===== config.mk =====
export PLATFORM = sky130hd
export DESIGN_NAME = fetch_prefetch_stage
export DESIGN_NICKNAME = d
export VERILOG_FILES = /design/src/rtl/cpu_pkg.sv /design/src/rtl/fetch_fifo.sv /design/src/rtl/fetch_prefetch_stage.sv
export SDC_FILE = /design/constraint.sdc
export NUM_CORES = 1
export LEC_CHECK = 0
export ABC_AREA = 1
export CAP_MARGIN = 40
export CORE_MARGIN = 2
export CORE_UTILIZATION = 40
export DETAILED_ROUTE_END_ITERATION = 10
export GPL_ROUTABILITY_DRIVEN = 0
export MAX_ROUTING_LAYER = met4
export PLACE_DENSITY_LB_ADDON = 0.1
export SYNTH_ARGS = -nofsm -noshare
export SYNTH_HDL_FRONTEND = slang
export SYNTH_SLANG_ARGS = --single-unit

===== constraint.sdc =====
create_clock -name clk -period 9.8 [get_ports clk]
set_input_delay 1.96 -clock clk [delete_from_list [all_inputs] [get_ports clk]]
set_output_delay 1.96 -clock clk [all_outputs]
set_load 0.05 [all_outputs]

===== src/rtl/cpu_pkg.sv =====
// ----------------------------------------------------------------------------
// cpu_pkg
// Shared CPU definitions: datapath width, the NOP encoding, the PC step and
// the entry type stored in the fetch prefetch FIFO.
// No ports (package).
// ----------------------------------------------------------------------------
package cpu_pkg;

    localparam int XLEN = 32;

    localparam logic [XLEN-1:0] NOP_INSTR = 32'h0000_0000;
    localparam logic [XLEN-1:0] PC_INC    = 32'd4;

    // One fetched instruction together with the PC+4 of the fetch address
    typedef struct packed {
        logic [XLEN-1:0] instr;
        logic [XLEN-1:0] pc_plus_4;
    } fetch_entry_t;

    // Clears the two byte-offset bits so every fetch address is word aligned
    function automatic logic [XLEN-1:0] word_align(input logic [XLEN-1:0] addr);
        return {addr[XLEN-1:2], 2'b00};
    endfunction

endpackage


===== src/rtl/fetch_fifo.sv =====
// ----------------------------------------------------------------------------
// fetch_fifo
// Small prefetch FIFO holding fetch_entry_t records between instruction memory
// and the IF/ID register. The head is presented combinationally; an empty
// FIFO presents a NOP with a zero PC+4.
// Ports:
//   clk        in   rising-edge clock
//   rst_n      in   asynchronous active-low reset (empties the FIFO)
//   push       in   write push_data at the tail
//   push_data  in   entry to write
//   pop        in   drop the head entry (ignored when empty)
//   flush      in   discard every entry; wins over push and pop
//   count      out  number of valid entries (0..DEPTH)
//   empty      out  no valid entries
//   head       out  head entry, or NOP/0 when empty
// ----------------------------------------------------------------------------
module fetch_fifo
    import cpu_pkg::*;
#(
    parameter int DEPTH = 4
) (
    input  logic                 clk,
    input  logic                 rst_n,
    input  logic                 push,
    input  fetch_entry_t         push_data,
    input  logic                 pop,
    input  logic                 flush,
    output logic [$clog2(DEPTH):0] count,
    output logic                 empty,
    output fetch_entry_t         head
);

    localparam int IDX_W = $clog2(DEPTH);
    localparam int PTR_W = IDX_W + 1;

    fetch_entry_t     storage [DEPTH];
    logic [PTR_W-1:0] wr_ptr;
    logic [PTR_W-1:0] rd_ptr;
    logic             full;
    logic             do_push;
    logic             do_pop;

    // Pointers carry one extra wrap bit: equal pointers mean empty, equal
    // index with differing wrap bits means full.
    assign empty = (wr_ptr == rd_ptr);
    assign full  = (wr_ptr[IDX_W] != rd_ptr[IDX_W]) &&
                   (wr_ptr[IDX_W-1:0] == rd_ptr[IDX_W-1:0]);
    assign count = wr_ptr - rd_ptr;

    // A push into a full FIFO is only taken when the head leaves in the
    // same cycle, so the storage can never be overrun.
    assign do_pop  = pop && !empty;
    assign do_push = push && (!full || do_pop);

    always_ff @(posedge clk or negedge rst_n) begin
        if (!rst_n) begin
            wr_ptr <= '0;
            rd_ptr <= '0;
        end else if (flush) begin
            wr_ptr <= '0;
            rd_ptr <= '0;
        end else begin
            if (do_push) begin
                wr_ptr <= wr_ptr + PTR_W'(1);
            end
            if (do_pop) begin
                rd_ptr <= rd_ptr + PTR_W'(1);
            end
        end
    end

    // Storage needs no reset: entries are only observed while counted valid.
    always_ff @(posedge clk) begin
        if (do_push && !flush) begin
            storage[wr_ptr[IDX_W-1:0]] <= push_data;
        end
    end

    always_comb begin
        head = '{instr: NOP_INSTR, pc_plus_4: '0};
        if (!empty) begin
            head = storage[rd_ptr[IDX_W-1:0]];
        end
    end

endmodule


===== src/rtl/fetch_prefetch_stage.sv =====
// ----------------------------------------------------------------------------
// fetch_prefetch_stage
// Instruction-fetch stage feeding the IF/ID register. Owns the PC, issues at
// most one outstanding request to a variable-latency instruction memory and
// buffers returned {instr, pc+4} pairs in a prefetch FIFO so ID stalls do not
// block memory. A MEM-stage redirect flushes the FIFO and drops the response
// of any request still in flight.
// Ports:
//   clk              in   rising-edge clock
//   startin          in   asynchronous active-low reset
//   imem_req         out  one-cycle fetch request (always accepted)
//   imem_addr        out  word-aligned fetch address, valid with imem_req
//   imem_ack         in   read data valid, >=1 cycle after imem_req
//   imem_rdata       in   instruction word, valid with imem_ack
//   redirect_valid   in   taken branch from MEM
//   redirect_target  in   branch target (low two bits ignored)
//   id_ready         in   IF/ID register accepts the head this cycle
//   if_valid         out  IF_instr / IF_pc_plus_4 hold a real instruction
//   IF_instr         out  FIFO head instruction, NOP when empty
//   IF_pc_plus_4     out  FIFO head fetch PC + 4, zero when empty
// ----------------------------------------------------------------------------
module fetch_prefetch_stage
    import cpu_pkg::*;
#(
    parameter int          DEPTH    = 4,
    parameter logic [31:0] RESET_PC = 32'h0000_0000
) (
    input  logic        clk,
    input  logic        startin,
    output logic        imem_req,
    output logic [31:0] imem_addr,
    input  logic        imem_ack,
    input  logic [31:0] imem_rdata,
    input  logic        redirect_valid,
    input  logic [31:0] redirect_target,
    input  logic        id_ready,
    output logic        if_valid,
    output logic [31:0] IF_instr,
    output logic [31:0] IF_pc_plus_4
);

    localparam int              CNT_W     = $clog2(DEPTH) + 1;
    localparam logic [CNT_W-1:0] DEPTH_CNT = CNT_W'(DEPTH);

    logic [XLEN-1:0]  fetch_pc;
    logic [XLEN-1:0]  req_addr;
    logic             outstanding;
    logic             discard;
    logic             issue;
    logic             accept;
    logic             pop;
    logic [CNT_W-1:0] fifo_count;
    logic             fifo_empty;
    fetch_entry_t     push_entry;
    fetch_entry_t     head;

    // The FIFO count has no in-flight slot reserved: with a single request
    // outstanding, a free slot at issue time is still free when it returns.
    // Gating with startin keeps the request low while reset is held.
    assign issue = startin && !outstanding && !discard && !redirect_valid &&
                   (fifo_count < DEPTH_CNT);

    // Responses are only taken for a live request that is not being
    // squashed, either by an earlier redirect or one arriving right now.
    assign accept = imem_ack && outstanding && !discard && !redirect_valid;

    assign push_entry = '{instr: imem_rdata, pc_plus_4: req_addr + PC_INC};

    assign imem_req  = issue;
    assign imem_addr = fetch_pc;

    assign if_valid     = !fifo_empty;
    assign IF_instr     = head.instr;
    assign IF_pc_plus_4 = head.pc_plus_4;
    assign pop          = if_valid && id_ready;

    // PC and request tracking. A redirect restarts the PC at the target; if
    // the in-flight request is not acknowledged in that same cycle, its
    // eventual ack must be swallowed, which is what discard records. Further
    // redirects while discarding simply move the PC again.
    always_ff @(posedge clk or negedge startin) begin
        if (!startin) begin
            fetch_pc    <= RESET_PC;
            req_addr    <= '0;
            outstanding <= 1'b0;
            discard     <= 1'b0;
        end else if (redirect_valid) begin
            fetch_pc    <= word_align(redirect_target);
            outstanding <= outstanding && !imem_ack;
            discard     <= outstanding && !imem_ack;
        end else if (issue) begin
            outstanding <= 1'b1;
            req_addr    <= fetch_pc;
            fetch_pc    <= fetch_pc + PC_INC;
        end else if (outstanding && imem_ack) begin
            outstanding <= 1'b0;
            discard     <= 1'b0;
        end
    end

    fetch_fifo #(
        .DEPTH (DEPTH)
    ) u_fifo (
        .clk       (clk),
        .rst_n     (startin),
        .push      (accept),
        .push_data (push_entry),
        .pop       (pop),
        .flush     (redirect_valid),
        .count     (fifo_count),
        .empty     (fifo_empty),
        .head      (head)
    );

endmodule


**Word-level counts from Yosys, hierarchy flattened**

Memory sizes are Yosys's and may differ from the RTL's.
Index checks and enable logic that the tools add are counted.

- Flip-flop bits (word level): 72
- RAM bits: 256
- Input bits: 69
- Word-level logic and storage cells: 59
- Memories kept: 1

- Add/sub/neg operators: 5
- $lt $le $gt $ge: 1
- Eq/ne operators: 4
- Multiplexer cells: 14
- Bitwise operators: 1
- Reduce and logical (&&, ||, !) cells: 27

Memory list:

| name | words | width | read ports | clocked after Yosys merged registers in | write ports | line | text |
|---|---|---|---|---|---|---|---|
| u_fifo.storage | 4 | 64 | 1 | 0 | 1 | fetch_fifo.sv:36 | `fetch_entry_t storage [DEPTH];` |

Operators by type and width:

| kind | count |
|---|---|
| $add 32x3->32 const B | 2 |
| $mux 32 | 2 |
| $mux 64 | 1 |
| $logic_and 1x1->1 | 13 |
| $mux 3 | 4 |
| $reduce_bool 2->1 | 4 |
| $mux 1 | 7 |
| $add 3x1->3 const B | 2 |
| $logic_not 1->1 | 6 |
| $reduce_and 2->1 | 2 |
| $eq 3x3->1 | 1 |
| $lt 3x3->1 const B | 1 |
| $reduce_bool 3->1 | 1 |
| $sub 3x3->3 | 1 |
| $eq 2x2->1 | 1 |
| $ne 2x1->1 const B | 1 |
| $logic_or 1x1->1 | 1 |
| $ne 1x1->1 | 1 |
| $not 1->1 | 1 |

**Longest topological paths before layout**

Gate-level depths: netlist of the first run.

- Depth after elaboration: 9
- Gate-level depth with buffers: 13
- Mapped depth without buffers: 11

**By module**

From an unflattened synthesis of the first run, not the netlist that was laid out.

- Cells, all modules: 1,420
- Area, all modules: 14,528.9 µm²

Modules (own cells, without submodules):

| module | instances | cells an instance | area an instance (µm²) |
|---|---|---|---|
| fetch_fifo | 1 | 824 | 10,421.2 |
| fetch_prefetch_stage | 1 | 596 | 4,107.7 |

**Worst setup path after synthesis of the first run**

Ideal clock, no wire load.

- Kind: input-to-reg
- From: input port redirect_valid
- To: memory u_fifo.storage[3][10] in the netlist's numbering (enable)
- Arrival time: 5.131 ns
- Data required time: 9.316 ns
- Setup slack: 4.185 ns
- Stages on the path: 6
- Path through: buf_6 > nor2_2 > inv_2 > nor2_1 > nand2_1 > nor2_1

- Cells in the longest elaborated chain, start to end: 6

RTL lines:

| element | line | text |
|---|---|---|
| start, declared | fetch_prefetch_stage.sv:34 | `input logic redirect_valid,` |
| $logic_not 1->1 * | fetch_fifo.sv:74, fetch_prefetch_stage.sv:65 |  |
| $logic_and 1x1->1 | fetch_prefetch_stage.sv:65 | `assign accept = imem_ack && outstanding && !discard && !redirect_valid;` |
| $logic_and 1x1->1 | fetch_fifo.sv:53 | `assign do_push = push && (!full \|\| do_pop);` |
| $logic_and 1x1->1 * | fetch_fifo.sv:74 | `if (do_push && !flush) begin` |
| $mux 1 * | fetch_fifo.sv:74 |  |
| $mux 1 (not written as such) * | fetch_fifo.sv:75 | `storage[wr_ptr[IDX_W-1:0]] <= push_data;` |
| end, declared | fetch_fifo.sv:36 |  |

Every way passes the cells marked *; elsewhere a longest branch is shown, timed or not.

**Worst setup path after layout of the first run**

- From: input port redirect_valid
- To: output port imem_req

- Cells in the longest elaborated chain, start to end: 3

RTL lines:

| element | line | text |
|---|---|---|
| $logic_not 1->1 | fetch_prefetch_stage.sv:60 | `assign issue = startin && !outstanding && !discard && !redirect_valid &&` |
| $logic_and 1x1->1 (2 in a row) | fetch_prefetch_stage.sv:60 |  |
| end, declared | fetch_prefetch_stage.sv:30 | `output logic imem_req,` |

Every way passes these cells.

==> results.cfg, run 1 <==
[clock_tree]
tritoncts = done
path_clk_slew_ns = 0.06
postCtsSetupBuffers = 0
cts_sinks = 316
root_buffer = clkbuf_16
numCtsBuffers = 36
cts-resized-gates = 0
holdBufCountCts = 0
clockBufferDepth = 3
clock_latency_ns = 0.51
htreeDepth = 2

[worst_hold_path]
hold_path_class = register to register

[finish]
syn2layout_area_growth_pct = 24.1
layout-drive-gt1-share_pct = 6.34
final_common_cell = nor2_1
layout_common_cells = nor2_1 (308), nand2_1 (270), edfxtp_1 (248), clkdlybuf4s50_1 (159), o21ai_0 (149)
fillers = 3250
fin_util_pct = 50.1
fin_nets = 1691
diodes = 0

[die]
die_w_um = 193
initial_core_util_pct = 40.4
fp-row-count = 69
core_area_um2 = 35400
ioPinCount = 167
die_area_um2 = 37200
die_h_um = 193

[sta]
max_freq_mhz = 151
final.setup.tns_ns = 0
tightest_slew_ns = 0.822
finalSetupViolations = 0
fin_crit_sh_pct = 67.7
skew_ns = 0.0105
hold_viol = 0
grt_setup_unrepaired = false
slew_headroom_pct = 45.2
worst_slack_ns = 3.16
period_needed_ns = 6.64
drv_slew = 0

[yosys]
synth_warnings = 0
synth_area_um2 = 14300
ys.flop_type = edfxtp_1
synthDominantCellAreaShare_pct = 52.1
ys_types = 34
yosysSeqAreaShare_pct = 64.0
synth-async-reset-ratio_pct = 21.5
ys_ff_latch = 316
synthesis.instances = 1459
synth_top_area_cell = edfxtp_1
synth.area.top_cells = edfxtp_1 (52%), dfrtp_1 (12%), nor2_1 (8.2%)
avgSynthCellArea_um2 = 9.79
synth-edff-count = 248

[setup_path]
cp-start-kind = primary input
crit_required_ns = 7.84
crit_type = primary input to output port
crit_path_max_fanout = 76
worst_setup_path_end_kind = output port
crit_arrival_ns = 4.68

[global_route]
gr-total-overflow = 0
grt_pass1_vias = 10000
grt_pass1_wl_um = 54500
grt_max_degree = 96
antenna_found_initial = 0
grt_usage_pct = 19.5

[drt]
viasPerCell = 4.92
drc = 0
wl_per_cell_um = 16.4
drtAntennaViolNets = 0
routed_wl_um = 34500
drtIter0Drc = 592
vias = 10300
dr.pass1.iters = 7

[run_status]
outcome = completed

[placement]
place_ws_ns = 3.12
io_buffers = 160
hpwl_um = 21500

[pwr]
ir_drop_mv = 0.238
leakage_uw = 0.00665
p_per_area_nw_per_um2 = 314

[job]
drv_cap = 0
-- sequential cells by signal (all words and copies together), names as in the netlist --
signal / count
discard: 1
imem_addr: 30
outstanding: 1
req_addr: 30
u_fifo.rd_ptr: 3
u_fifo.storage: 248
u_fifo.wr_ptr: 3
-- cells in the mapped netlist (14+ instances only) --
cell and n:
inv_1 86, o21ai_0 149, nand2_1 270, xor2_1 17
edfxtp_1 248, buf_2 20, clkbuf_1 28, dfrtp_1 68
nor3_1 14, nor2_1 312, a21oi_1 65, nand3_1 84
o21ai_1 24
-- per-stage QoR --
stage	std cells	instance area (um^2)	hold slack (ns)	power [uW]
floorplan	1462	14300	0.466	3390
global placement	2026	16200	0.513	4160
detailed placement	2036	16500	0.519	4250
CTS	2101	17700	0.533	5640
global route	2101	17700	0.563	5890
finish	2101	17700	0.524	5570
-- final cells by class --
cell class | count | area (um^2) | share of cell area, %
Timing Repair Buffer | 181 | 1950 | 11.0
Tap cell | 461 | 577 | 3.25
Sequential cell | 316 | 9150 | 51.6
Clock inverter | 23 | 244 | 1.38
Multi-Input combinational cell | 987 | 4480 | 25.3
Clock buffer | 42 | 987 | 5.57
Inverter | 91 | 343 | 1.93
-- cells by family (layout without fill, tap and decap cells) --
| kind of cell | after synthesis | in the layout | share of synthesized area (%) |
|---|---|---|---|
| fa+ha+maj | 9 | 9 | 0.788 |
| simple gates | 711 | 711 | 20.4 |
| buf+inv | 159 | 337 | 4.88 |
| other cells | 1 | 4 | 0.0262 |
| flops | 316 | 316 | 64.0 |
| compound gates | 240 | 240 | 8.44 |
| xor+xnor | 23 | 23 | 1.41 |
-- metal layers --
layer	track usage [%]	share of wire, %	vias up
met5	-	0	-
met4	4.95	1.8	0
met3	2.52	4.9	49
met2	30.6	46	251
met1	27.0	47	4841
li1	-	-	5198
-- report_power, final --
| group | internal [uW] | total [uW] | switching, uW |
|---|---|---|---|
| sequential | 1650 | 1810 | 162 |
| combinational | 726 | 2390 | 1670 |
| clock | 853 | 1370 | 517 |
| total | 3220 | 5570 | 2350 |
-- final timing paths --
kind / slack, ns / from / endpoint / cells after the start
worst max-delay path: 3.16 / redirect_valid / imem_req / 9
worst min-delay path: 0.52 / req_addr[29] / req_addr[29] / 2
worst max register to register: 6.73 / u_fifo.rd_ptr[0] / u_fifo.storage[0][20] / 7
worst min register to register: 0.52 / req_addr[29] / req_addr[29] / 2
max in group asynchronous: 7.28 / startin / u_fifo.rd_ptr[0] / 2
min in group asynchronous: 1.46 / startin / imem_addr[25] / 1
-- critical path, cell delays in order --
cell	delay [ns]
clkdlybuf4s50_1	0.39
buf_4	0.25
nor2_2	0.15
inv_2	0.06
nor2_4	0.09
nand3_4	0.11
buf_16	0.21
inv_2	0.50
clkdlybuf4s50_1	0.92
Note: power is estimated with default switching activity, not from simulation.
==> run 2, diff against run 1 <==
Clock period 9.8 ns to 6.05 ns, I/O delays scaled along.
==> run 2 against run 1 <==
Clock skew shrank 0.0018 ns. Critical path type is now register to output port. Flip-flop and latch count is the same. Highest routed layer unchanged. Sequential power grew 64%. Cell area shrank 1.2%.
==> results.cfg, run 2 (synthesized netlist as in run 1, its figures left out) <==
[setup_path]
max_stage_delay_ns = 0.86
crit_path_max_fanout = 50
cp-start-kind = register
crit_required_ns = 4.84
path_cells = ha_1 > nand2_1 > inv_1 > nand2_1 > clkinv_2 > buf_4 > a21oi_1 > clkdlybuf4s50_1
cp_slowest_cell = clkdlybuf4s50_1
crit_arrival_ns = 3.75
cpMostUsedCell = nand2_1
crit_type = register to output port
worst_setup_path_end_kind = output port

[global_route]
grt_usage_pct = 19.9
grt_pass1_wl_um = 55900
gr-total-overflow = 0
grt_pass1_vias = 10300
grt_max_degree = 78
antenna_found_initial = 0

[sta]
skew_ns = 0.00869
drv_slew = 0
hold_viol = 0
period_needed_ns = 4.96
tightest_slew_ns = 0.795
slew_headroom_pct = 46.9
max_freq_mhz = 202
fin_crit_sh_pct = 81.9
final.setup.tns_ns = 0
finalSetupViolations = 0
grt_setup_unrepaired = false

[placement]
io_buffers = 160
dp.cells = 2037
hpwl_um = 22100

[clock_tree]
cts_sinks = 316
clockBufferDepth = 3
holdBufCountCts = 0
htreeDepth = 2
tritoncts = done
numCtsBuffers = 35
path_clk_slew_ns = 0.06
clock_latency_ns = 0.51
cts-resized-gates = 0
root_buffer = clkbuf_16
postCtsSetupBuffers = 0

[die]
core_area_um2 = 35400
ioPinCount = 167
fp-row-count = 69
die_w_um = 193
die_area_um2 = 37200
initial_core_util_pct = 40.4
die_h_um = 193

[drt]
viasPerCell = 4.95
wl_per_cell_um = 16.8
routed_wl_um = 35200
drc = 0
drtIter0Drc = 636
drtAntennaViolNets = 0
vias = 10400
dr.pass1.iters = 7

[finish]
fin_nets = 1691
final_common_cell = nor2_1
fin_cells = 2100
fillers = 3311
layout-drive-gt1-share_pct = 6.10
layout_common_cells = nor2_1 (308), nand2_1 (270), edfxtp_1 (248), clkdlybuf4s50_1 (158), o21ai_0 (149)
largest_reg_flops = 248
multi_input_area_um2 = 4480
diodes = 0
syn2layout_area_growth_pct = 22.6
regArea_um2 = 9150

[pwr]
comb_power_share_pct = 43.2
p_seq_share_pct = 33.6
p_sw_share_pct = 43.2
p_per_area_nw_per_um2 = 503
ir_drop_mv = 0.298
power.share.clock_pct = 23.1
leakage_uw = 0.00655
netSwitchingPower_uw = 3810
internal-power_uw = 5010

[run_status]
outcome = completed

[job]
drv_cap = 0

[worst_hold_path]
hold_path_class = register to register
[run 2: cell count changes in the layout (fill, tap and decap cells not counted), moves of 3 or more]
cell	previous run	this run
clkinv_2	8	4
clkbuf_16	39	36
clkinv_1	9	6
buf_16	9	3
clkbuf_1	3	10
buf_4	11	17
bufinv_16	5	2
[run 2: worst paths after layout]
| check | startpoint | to | slack, ns | depth (start not counted) |
|---|---|---|---|---|
| setup / recovery | u_fifo.rd_ptr[0] | IF_pc_plus_4[16] | 1.09 | 8 |
| hold / removal | req_addr[29] | req_addr[29] | 0.52 | 2 |
| setup reg to reg | u_fifo.rd_ptr[0] | u_fifo.storage[0][26] | 2.88 | 7 |
| hold reg to reg | req_addr[29] | req_addr[29] | 0.52 | 2 |
| max in group asynchronous | startin | u_fifo.rd_ptr[0] | 4.29 | 2 |
| min in group asynchronous | startin | imem_addr[22] | 0.65 | 1 |
[run 2: per-stage QoR]
| stage | power [uW] | setup WS (ns) | util, % | hold WS, ns | cell area (um^2) |
|---|---|---|---|---|---|
| after floorplan | 5480 | 1.19 | - | 0.466 | 14300 |
| after global placement | 6780 | 1.58 | 46.1 | 0.512 | 16300 |
| after detailed placement | 6860 | 1.58 | 46.4 | 0.522 | 16400 |
| after CTS | 8920 | 1.01 | 49.5 | 0.535 | 17500 |
| after global routing | 9320 | 0.908 | 49.5 | 0.579 | 17500 |
| final | 8810 | 1.09 | 49.5 | 0.524 | 17500 |
[run 2: layer usage]
metal,global-route usage [%],vias up,wire [um]
met5,-,-,0
met4,4.92,0,639
met3,3.04,51,1640
met2,31.9,231,16300
met1,26.7,4902,16600
li1,-,5211,-
[run 2: power by group through the flow]
stage	sequential (uW)	clock, uW	combinational [uW]
floorplan	3060	0	2430
global placement	3000	0	3780
detailed placement	3010	0	3860
CTS	2960	2090	3870
global route	3000	2170	4140
finish	2960	2040	3810
[run 2: worst max-delay path: cells and delay by family (launching register included)]
family	cells	cell delay (ns)
DFF	1	0.81
buffers and inverters	4	1.56
adders and majority gates	1	0.33
and+or+nand+nor	2	0.19
AOI/OAI and AO/OA	1	0.30
[run 2: cell type report]
cell class	count	area share (%)
Sequential cell	316	52.3
Multi-Input combinational cell	987	25.6
Timing Repair Buffer	182	10.6
Clock buffer	48	5.51
Tap cell	461	3.29
Inverter	91	1.96
Clock inverter	15	0.793
